[src/rtl/alu32_arbiter.sv]
// Two-requester front end for a single shared combinational ALU.
// Holds the ALU operands in registers and returns tagged results on one response channel.
//
// state | meaning
// IDLE  | waiting for a request; grant decided combinationally
// EXEC  | ALU driven from latched operands for one cycle
// RESP  | response held on rsp_* until rsp_ready
module alu32_arbiter #(
    parameter int DATA_W = 32,
    parameter int CODE_W = 4,
    parameter int RR_EN  = 1,
    parameter int CNT_W  = 16
) (
    input  logic              clk,
    input  logic              reset_n,
    input  logic              req0_valid,
    output logic              req0_ready,
    input  logic [DATA_W-1:0] req0_op1,
    input  logic [DATA_W-1:0] req0_op2,
    input  logic [CODE_W-1:0] req0_code,
    input  logic              req1_valid,
    output logic              req1_ready,
    input  logic [DATA_W-1:0] req1_op1,
    input  logic [DATA_W-1:0] req1_op2,
    input  logic [CODE_W-1:0] req1_code,
    output logic [DATA_W-1:0] alu_op1,
    output logic [DATA_W-1:0] alu_op2,
    output logic [CODE_W-1:0] alu_code,
    input  logic [DATA_W-1:0] alu_result,
    input  logic              alu_v,
    input  logic              alu_n,
    input  logic              alu_z,
    output logic              rsp_valid,
    input  logic              rsp_ready,
    output logic              rsp_id,
    output logic [DATA_W-1:0] rsp_result,
    output logic              rsp_v,
    output logic              rsp_n,
    output logic              rsp_z,
    output logic              rsp_err,
    output logic              busy,
    output logic [CNT_W-1:0]  cnt0,
    output logic [CNT_W-1:0]  cnt1
);

    typedef enum logic [1:0] {IDLE, EXEC, RESP} state_t;

    localparam logic [CODE_W-1:0] CODE_NOP = CODE_W'(4'b1111);

    state_t              state_q, state_d;
    logic                last_grant_q, last_grant_d;
    logic [DATA_W-1:0]   alu_op1_q, alu_op1_d;
    logic [DATA_W-1:0]   alu_op2_q, alu_op2_d;
    logic [CODE_W-1:0]   alu_code_q, alu_code_d;
    logic                id_q, id_d;
    logic                rsp_valid_q, rsp_valid_d;
    logic                rsp_id_q, rsp_id_d;
    logic [DATA_W-1:0]   rsp_result_q, rsp_result_d;
    logic                rsp_v_q, rsp_v_d;
    logic                rsp_n_q, rsp_n_d;
    logic                rsp_z_q, rsp_z_d;
    logic                rsp_err_q, rsp_err_d;
    logic [CNT_W-1:0]    cnt0_q, cnt0_d;
    logic [CNT_W-1:0]    cnt1_q, cnt1_d;

    logic                grant_id;
    logic                accept;
    logic                code_legal;

    // On a tie, round-robin favours whoever was not served last.
    always_comb begin
        grant_id = 1'b0;
        if (req0_valid && req1_valid) begin
            grant_id = (RR_EN != 0) ? ~last_grant_q : 1'b0;
        end else if (req1_valid) begin
            grant_id = 1'b1;
        end
    end

    assign req0_ready = (state_q == IDLE) && req0_valid && !grant_id;
    assign req1_ready = (state_q == IDLE) && req1_valid && grant_id;
    assign accept     = req0_ready || req1_ready;

    always_comb begin
        code_legal = 1'b0;
        case (alu_code_q)
            CODE_W'(4'b0000), CODE_W'(4'b0001), CODE_W'(4'b0010),
            CODE_W'(4'b0110), CODE_W'(4'b0111), CODE_W'(4'b1001),
            CODE_W'(4'b1100), CODE_W'(4'b1101), CODE_W'(4'b1111):
                code_legal = 1'b1;
            default:
                code_legal = 1'b0;
        endcase
    end

    always_comb begin
        state_d = state_q;
        case (state_q)
            IDLE:    if (accept) state_d = EXEC;
            EXEC:    state_d = RESP;
            RESP:    if (rsp_ready) state_d = IDLE;
            default: state_d = IDLE;
        endcase
    end

    always_comb begin
        last_grant_d = last_grant_q;
        alu_op1_d    = alu_op1_q;
        alu_op2_d    = alu_op2_q;
        alu_code_d   = alu_code_q;
        id_d         = id_q;
        rsp_valid_d  = rsp_valid_q;
        rsp_id_d     = rsp_id_q;
        rsp_result_d = rsp_result_q;
        rsp_v_d      = rsp_v_q;
        rsp_n_d      = rsp_n_q;
        rsp_z_d      = rsp_z_q;
        rsp_err_d    = rsp_err_q;
        cnt0_d       = cnt0_q;
        cnt1_d       = cnt1_q;

        case (state_q)
            IDLE: begin
                if (accept) begin
                    alu_op1_d  = grant_id ? req1_op1  : req0_op1;
                    alu_op2_d  = grant_id ? req1_op2  : req0_op2;
                    alu_code_d = grant_id ? req1_code : req0_code;
                    id_d       = grant_id;
                end
            end
            EXEC: begin
                rsp_valid_d = 1'b1;
                rsp_id_d    = id_q;
                rsp_err_d   = 1'b0;
                // NOP leaves the previous result and flags on the response bus.
                if (alu_code_q == CODE_NOP) begin
                    rsp_result_d = rsp_result_q;
                end else if (code_legal) begin
                    rsp_result_d = alu_result;
                    rsp_v_d      = alu_v;
                    rsp_n_d      = alu_n;
                    rsp_z_d      = alu_z;
                end else begin
                    rsp_result_d = '0;
                    rsp_v_d      = 1'b0;
                    rsp_n_d      = 1'b0;
                    rsp_z_d      = 1'b0;
                    rsp_err_d    = 1'b1;
                end
            end
            RESP: begin
                if (rsp_ready) begin
                    rsp_valid_d  = 1'b0;
                    last_grant_d = rsp_id_q;
                    if (!rsp_id_q) begin
                        if (cnt0_q != {CNT_W{1'b1}}) cnt0_d = cnt0_q + CNT_W'(1);
                    end else begin
                        if (cnt1_q != {CNT_W{1'b1}}) cnt1_d = cnt1_q + CNT_W'(1);
                    end
                end
            end
            default: begin
                rsp_valid_d = 1'b0;
            end
        endcase
    end

    always_ff @(posedge clk) begin
        if (!reset_n) begin
            state_q      <= IDLE;
            last_grant_q <= 1'b1;
            alu_op1_q    <= '0;
            alu_op2_q    <= '0;
            alu_code_q   <= CODE_NOP;
            id_q         <= 1'b0;
            rsp_valid_q  <= 1'b0;
            rsp_id_q     <= 1'b0;
            rsp_result_q <= '0;
            rsp_v_q      <= 1'b0;
            rsp_n_q      <= 1'b0;
            rsp_z_q      <= 1'b0;
            rsp_err_q    <= 1'b0;
            cnt0_q       <= '0;
            cnt1_q       <= '0;
        end else begin
            state_q      <= state_d;
            last_grant_q <= last_grant_d;
            alu_op1_q    <= alu_op1_d;
            alu_op2_q    <= alu_op2_d;
            alu_code_q   <= alu_code_d;
            id_q         <= id_d;
            rsp_valid_q  <= rsp_valid_d;
            rsp_id_q     <= rsp_id_d;
            rsp_result_q <= rsp_result_d;
            rsp_v_q      <= rsp_v_d;
            rsp_n_q      <= rsp_n_d;
            rsp_z_q      <= rsp_z_d;
            rsp_err_q    <= rsp_err_d;
            cnt0_q       <= cnt0_d;
            cnt1_q       <= cnt1_d;
        end
    end

    assign alu_op1    = alu_op1_q;
    assign alu_op2    = alu_op2_q;
    assign alu_code   = alu_code_q;
    assign rsp_valid  = rsp_valid_q;
    assign rsp_id     = rsp_id_q;
    assign rsp_result = rsp_result_q;
    assign rsp_v      = rsp_v_q;
    assign rsp_n      = rsp_n_q;
    assign rsp_z      = rsp_z_q;
    assign rsp_err    = rsp_err_q;
    assign busy       = (state_q != IDLE);
    assign cnt0       = cnt0_q;
    assign cnt1       = cnt1_q;

endmodule

[config.mk]
export PLATFORM = sky130hd
export DESIGN_NAME = alu32_arbiter
export DESIGN_NICKNAME = d
export VERILOG_FILES = /design/src/rtl/alu32_arbiter.sv
export SDC_FILE = /design/constraint.sdc
export NUM_CORES = 1
export LEC_CHECK = 0
export ABC_AREA = 1
export CAP_MARGIN = 20
export CELL_PAD_IN_SITES_DETAIL_PLACEMENT = 1
export CELL_PAD_IN_SITES_GLOBAL_PLACEMENT = 1
export CORE_UTILIZATION = 25
export CTS_CLUSTER_DIAMETER = 60
export DETAILED_ROUTE_END_ITERATION = 10
export GPL_TIMING_DRIVEN = 0
export PLACE_DENSITY = 0.79
export SLEW_MARGIN = 25
export SYNTH_ARGS = -nofsm -noshare
export SYNTH_HDL_FRONTEND = slang
export SYNTH_SLANG_ARGS = --single-unit
[constraint.sdc]
create_clock -name clk -period 1.6 [get_ports clk]
set_input_delay 0.32 -clock clk [delete_from_list [all_inputs] [get_ports clk]]
set_output_delay 0.32 -clock clk [all_outputs]
set_load 0.05 [all_outputs]
* After elaboration in Yosys (flattened, before gate mapping)
Memories as Yosys holds them, arrays and structs flattened. A register that Yosys moved wholly into a read port is not among the register bits.
Cells that the tools add are included.
** Operators by class
- Reduce and logical (&&, ||, !) cells :: 16
- Bitwise operators :: 4
- $add $sub $neg :: 2
- Equal/unequal tests :: 7
- Multiplexer cells :: 18
** Operators by type and width (count)
- $mux 32 :: 3
- $add 16x1->16 const B :: 2
- $ne 16x16->1 const B :: 2
- $mux 4 :: 3
- $reduce_and 2->1 :: 5
- $mux 1 :: 8
- $reduce_and 4->1 :: 2
- $pmux 2 s3 :: 1
- $logic_and 1x1->1 :: 5
- $eq 4x4->1 const B :: 1
- $mux 2 :: 2
- $ne 2x2->1 const B :: 2
- $not 1->1 :: 4
- $pmux 1 s3 :: 1
- $eq 2x1->1 const B :: 1
- $eq 2x2->1 const B :: 1
- $logic_not 2->1 :: 1
- $reduce_bool 2->1 :: 1
- $logic_not 1->1 :: 1
- $logic_or 1x1->1 :: 1
** Storage, ports and cells
- Bits in registers :: 142
- Memories kept :: 1
- Memory bits (read-only) :: 16
- Output and inout port bits :: 141
** Memories
- (name not given) :: depth 16, width 1, rd ports 1, clocked after memory_dff 1, wr ports 0, line 86 : case (alu_code_q)

* Depth between registers and ports, before layout
- Depth in word-level cells :: 8
- Mapped depth :: 10
- Depth with buffers taken out :: 10

* Worst setup path before layout
OpenSTA, ideal clock, no wires.
- Path type :: register -> register
- Start :: reg cnt0_q[0], in the netlist cnt0[0]
- End :: reg cnt0_q[5], in the netlist cnt0[5]
- Setup time :: 0.133 ns
- Path buffers :: 1
- Data arrival time :: 1.842 ns
- Stages on the path, launching flop included :: 11
- Slack :: -0.375 ns
- Cell sequence :: dfxtp_1 ha_1 nand2_1 nor2_2 nand2_2 nor2_4 inv_2 o21a_2 buf_6 nand2_1 a21oi_2
** On the way
- Cells in the longest elaborated chain, start to end :: 2
- Elaborated cells on any way between the ends :: 3
** Ends and longest elaborated chain
- from (decl) :: line 63 : logic [CNT_W-1:0] cnt0_q, cnt0_d;
- from (signal assigned) :: line 199 : cnt0_q <= cnt0_d;
- parallel branches: the longest is 2 deep, another holds $add 16x1->16
Parallel ways; which one is timed is not known.
A chain may end at the register's enable or synchronous reset.

* Final worst setup path
- Start :: reg state_q[1]
- End :: out req1_ready
** On the way
- Cells in the longest elaborated chain, start to end :: 3
** Ends and longest elaborated chain
- from (decl) :: line 50 : state_t state_q, state_d;
- from (signal assigned) :: line 186 : state_q <= state_d;
- $logic_not 2->1 :: line 81 : assign req1_ready = (state_q == IDLE) && req1_valid && grant_id;
- $logic_and 1x1->1 (2 in series) :: line 81
- to (decl) :: line 22 : output logic req1_ready,
No other way between the ends.

==> impl_metrics.tcl <==
set metrics [dict create \
    timing.hold.ws_ns 0.373 \
    gp_congestion 0.860 \
    dieWidth_um 163 \
    yosysWarningCount 0 \
    ys_types 35 \
    syn_to_final_growth_pct 70.7 \
    dr.pass1.iters 4 \
    async_flop_share_pct 0 \
    synth_cells 878 \
    hold_path.class "primary input to flip-flop" \
    violations "setup timing" \
    cts.sinks 143 \
    synth.yosys.seq_area_share_pct 44.2 \
    cts-root-buf "clkbuf_16" \
    max_stage_delay_ns 0.36 \
    setup_viol 9 \
    worstSetupEndpointType "output pin" \
    cts_tree "built" \
    slew_headroom_pct 62.9 \
    nFillCells 3150 \
    die_h_um 163 \
    drv_slew 0 \
    critPathKind "flip-flop to output pin" \
    grt_pass1_vias 7893 \
    syn_nets 1056 \
    ys_seq_elements 143 \
    wl_mm 28.5 \
    synth.top_cell.area_share_pct 44.2 \
    crit_slowest_cell "dfxtp_4" \
    drive_gt1_share_pct 26.1 \
    synthFlopType "dfxtp_1" \
    ant_nets 0 \
    rsz0062_at_grt "yes" \
    drc 0 \
    diodes 0 \
    io_buffers 314 \
    synth_edf_count 0 \
    fin_nets 1412 \
    initial_core_util_pct 25.6 \
    pre_cts_slack_ns -1.36 \
    regArea_mm2 0.00291 \
    grt_pass1_wl_mm 43.2 \
    core_area_mm2 0.0253 \
    grt_max_degree 20 \
    die-area_mm2 0.0265 \
    period_share_pct 103 \
    crit_chain "nor2_4, buf_6, nand3_4, inv_2, buf_8" \
    dp_hpwl_mm 21.4 \
    rows 58 \
    final_common_cell "nand2_1" \
    drtIter0Drc 352 \
    status "complete, but fails checks" \
    track_usage_pct 21.1 \
    crit_path_start_kind "flip-flop" \
    wl_per_cell_um 18.1 \
    irDropWorstVdd_mv 0.520 \
    synth_area_leaders "dfxtp_1 44%, nand2_1 12%, nand3_1 10%, a31oi_1 6.2%, a21oi_1 4.9%" \
    final_cell_mix "192 x nand2_1, 172 x clkdlybuf4s50_1, 130 x nand3_1, 113 x dfxtp_1, 96 x clkdlybuf4s15_2" \
    crit_family "flip-flops" \
    hold_buffers 0 \
    worst_pin_slew_ns 0.556 \
    required_ns 1.28 \
    hold_viol 0 \
    timing.fmax_mhz 608 \
    num_vias 7635 \
    numCtsBuffers 17 \
    htreeDepth 4 \
    antenna_found_initial 1 \
    finalPower_uw 11300 \
    synth_top_cell_by_area "dfxtp_1" \
    grt_overflow 0 \
    worstSkewPairLatency_ns 0.43 \
    path_buf_inv 3 \
    clkTransAtPathRegs_ns 0.06 \
    p_leak_uw 0.00420 \
    final_util_pct 43.6 \
    syn_area_per_cell_um2 7.37 \
    final.min_clock_period_ns 1.65 \
    tns_ns -0.141 \
    worst_ep_arrival_time_ns 1.33 \
    fin_ws_ns -0.0459 \
    syn_area_mm2 0.00647 \
    multi_input_area_mm2 0.00330 \
    clock_path_buffers 2 \
    skew_ns 0.0178 \
    viasPerCell 4.84 \
    cap_violations 0 \
    cellPowerDensity_mw_per_mm2 1020 \
    io_pins 317 \
    path_max_fanout 4 \
]
[cell families (layout without fill, tap and decap cells)]
family	after synthesis	in the layout	share of synthesized area (%)
xor+xnor	19	19	2.57
fa+ha+maj	2	2	0.386
buf+inv	100	469	7.25
simple gates	409	409	28.0
compound gates	205	205	17.5
flops	143	143	44.2
[routing by layer]
metal,track usage (%),vias up,part of all wire [%]
li1,-,3723,-
met1,24.4,3624,41
met2,37.2,250,50
met3,7.03,36,7.1
met4,5.01,2,1.3
met5,0,-,0.046
[cells in the mapped netlist (9+ instances only)]
| cell | number |
|---|---|
| nand2_1 | 208 |
| dfxtp_1 | 143 |
| nand3_1 | 130 |
| a31oi_1 | 64 |
| a21oi_1 | 63 |
| o21ai_0 | 48 |
| nor2_1 | 35 |
| inv_1 | 28 |
| clkbuf_1 | 25 |
| o21ai_1 | 24 |
| buf_2 | 15 |
| buf_4 | 12 |
| xor2_1 | 12 |
| buf_1 | 10 |
| nand4_1 | 9 |
[per-stage QoR]
stage	instances	cell area, µm²
floorplan	878	6550
global placement	1522	10100
detailed placement	1522	10100
CTS	1567	11000
global route	1577	11100
finish	1577	11100
[where the power goes]
part | internal, µW | switching [µW] | total [µW]
sequential | 3850 | 161 | 4010
combinational | 1130 | 2040 | 3170
clock | 2440 | 1680 | 4120
[sequential cells by signal (all words and copies together) (netlist names)]
register	count
rsp_result	32
alu_code	4
rsp_n	1
rsp_err	1
state_q	2
cnt0	16
id_q	1
alu_op2	32
rsp_id	1
last_grant_q	1
rsp_z	1
alu_op1	32
rsp_valid	1
code_legal	1
cnt1	16
rsp_v	1
[worst paths after layout]
path	startpoint	end	slack [ns]	depth (start not counted)
setup / recovery	state_q[1]	req1_ready	-0.05	5
hold / removal	reset_n	alu_code[2]	0.37	2
setup reg to reg	cnt0[0]	cnt0[13]	-0.02	10
hold reg to reg	rsp_result[12]	rsp_result[12]	0.47	2
[layout make-up]
cell class	count	area share, %
sequential	143	26.4
clock inverter	11	1.17
buffer	64	3.62
multi-input combinational	635	29.8
timing repair buffer	339	29.9
inverter	34	1.20
tap	330	3.74
clock buffer	21	4.26
[worst register-to-register path, delay by kind of cell, from the launching register on]
family	cells	cell delay, ns
DFF	1	0.36
buffers and inverters	2	0.27
AOI/OAI and AO/OA	2	0.34
adders and majority gates	1	0.14
and+or+nand+nor	5	0.44
[timing repair]
item / 4_1_cts / 5_1_grt
pin swaps: 4 / 14
hold endpoints to repair: 0 / 0
setup endpoints to repair: 253 / 159
setup buffers: 13 / 11
cloned: 1 / 0
gates resized for setup: 427 / 100
Note: power is estimated with default switching activity, not from simulation.
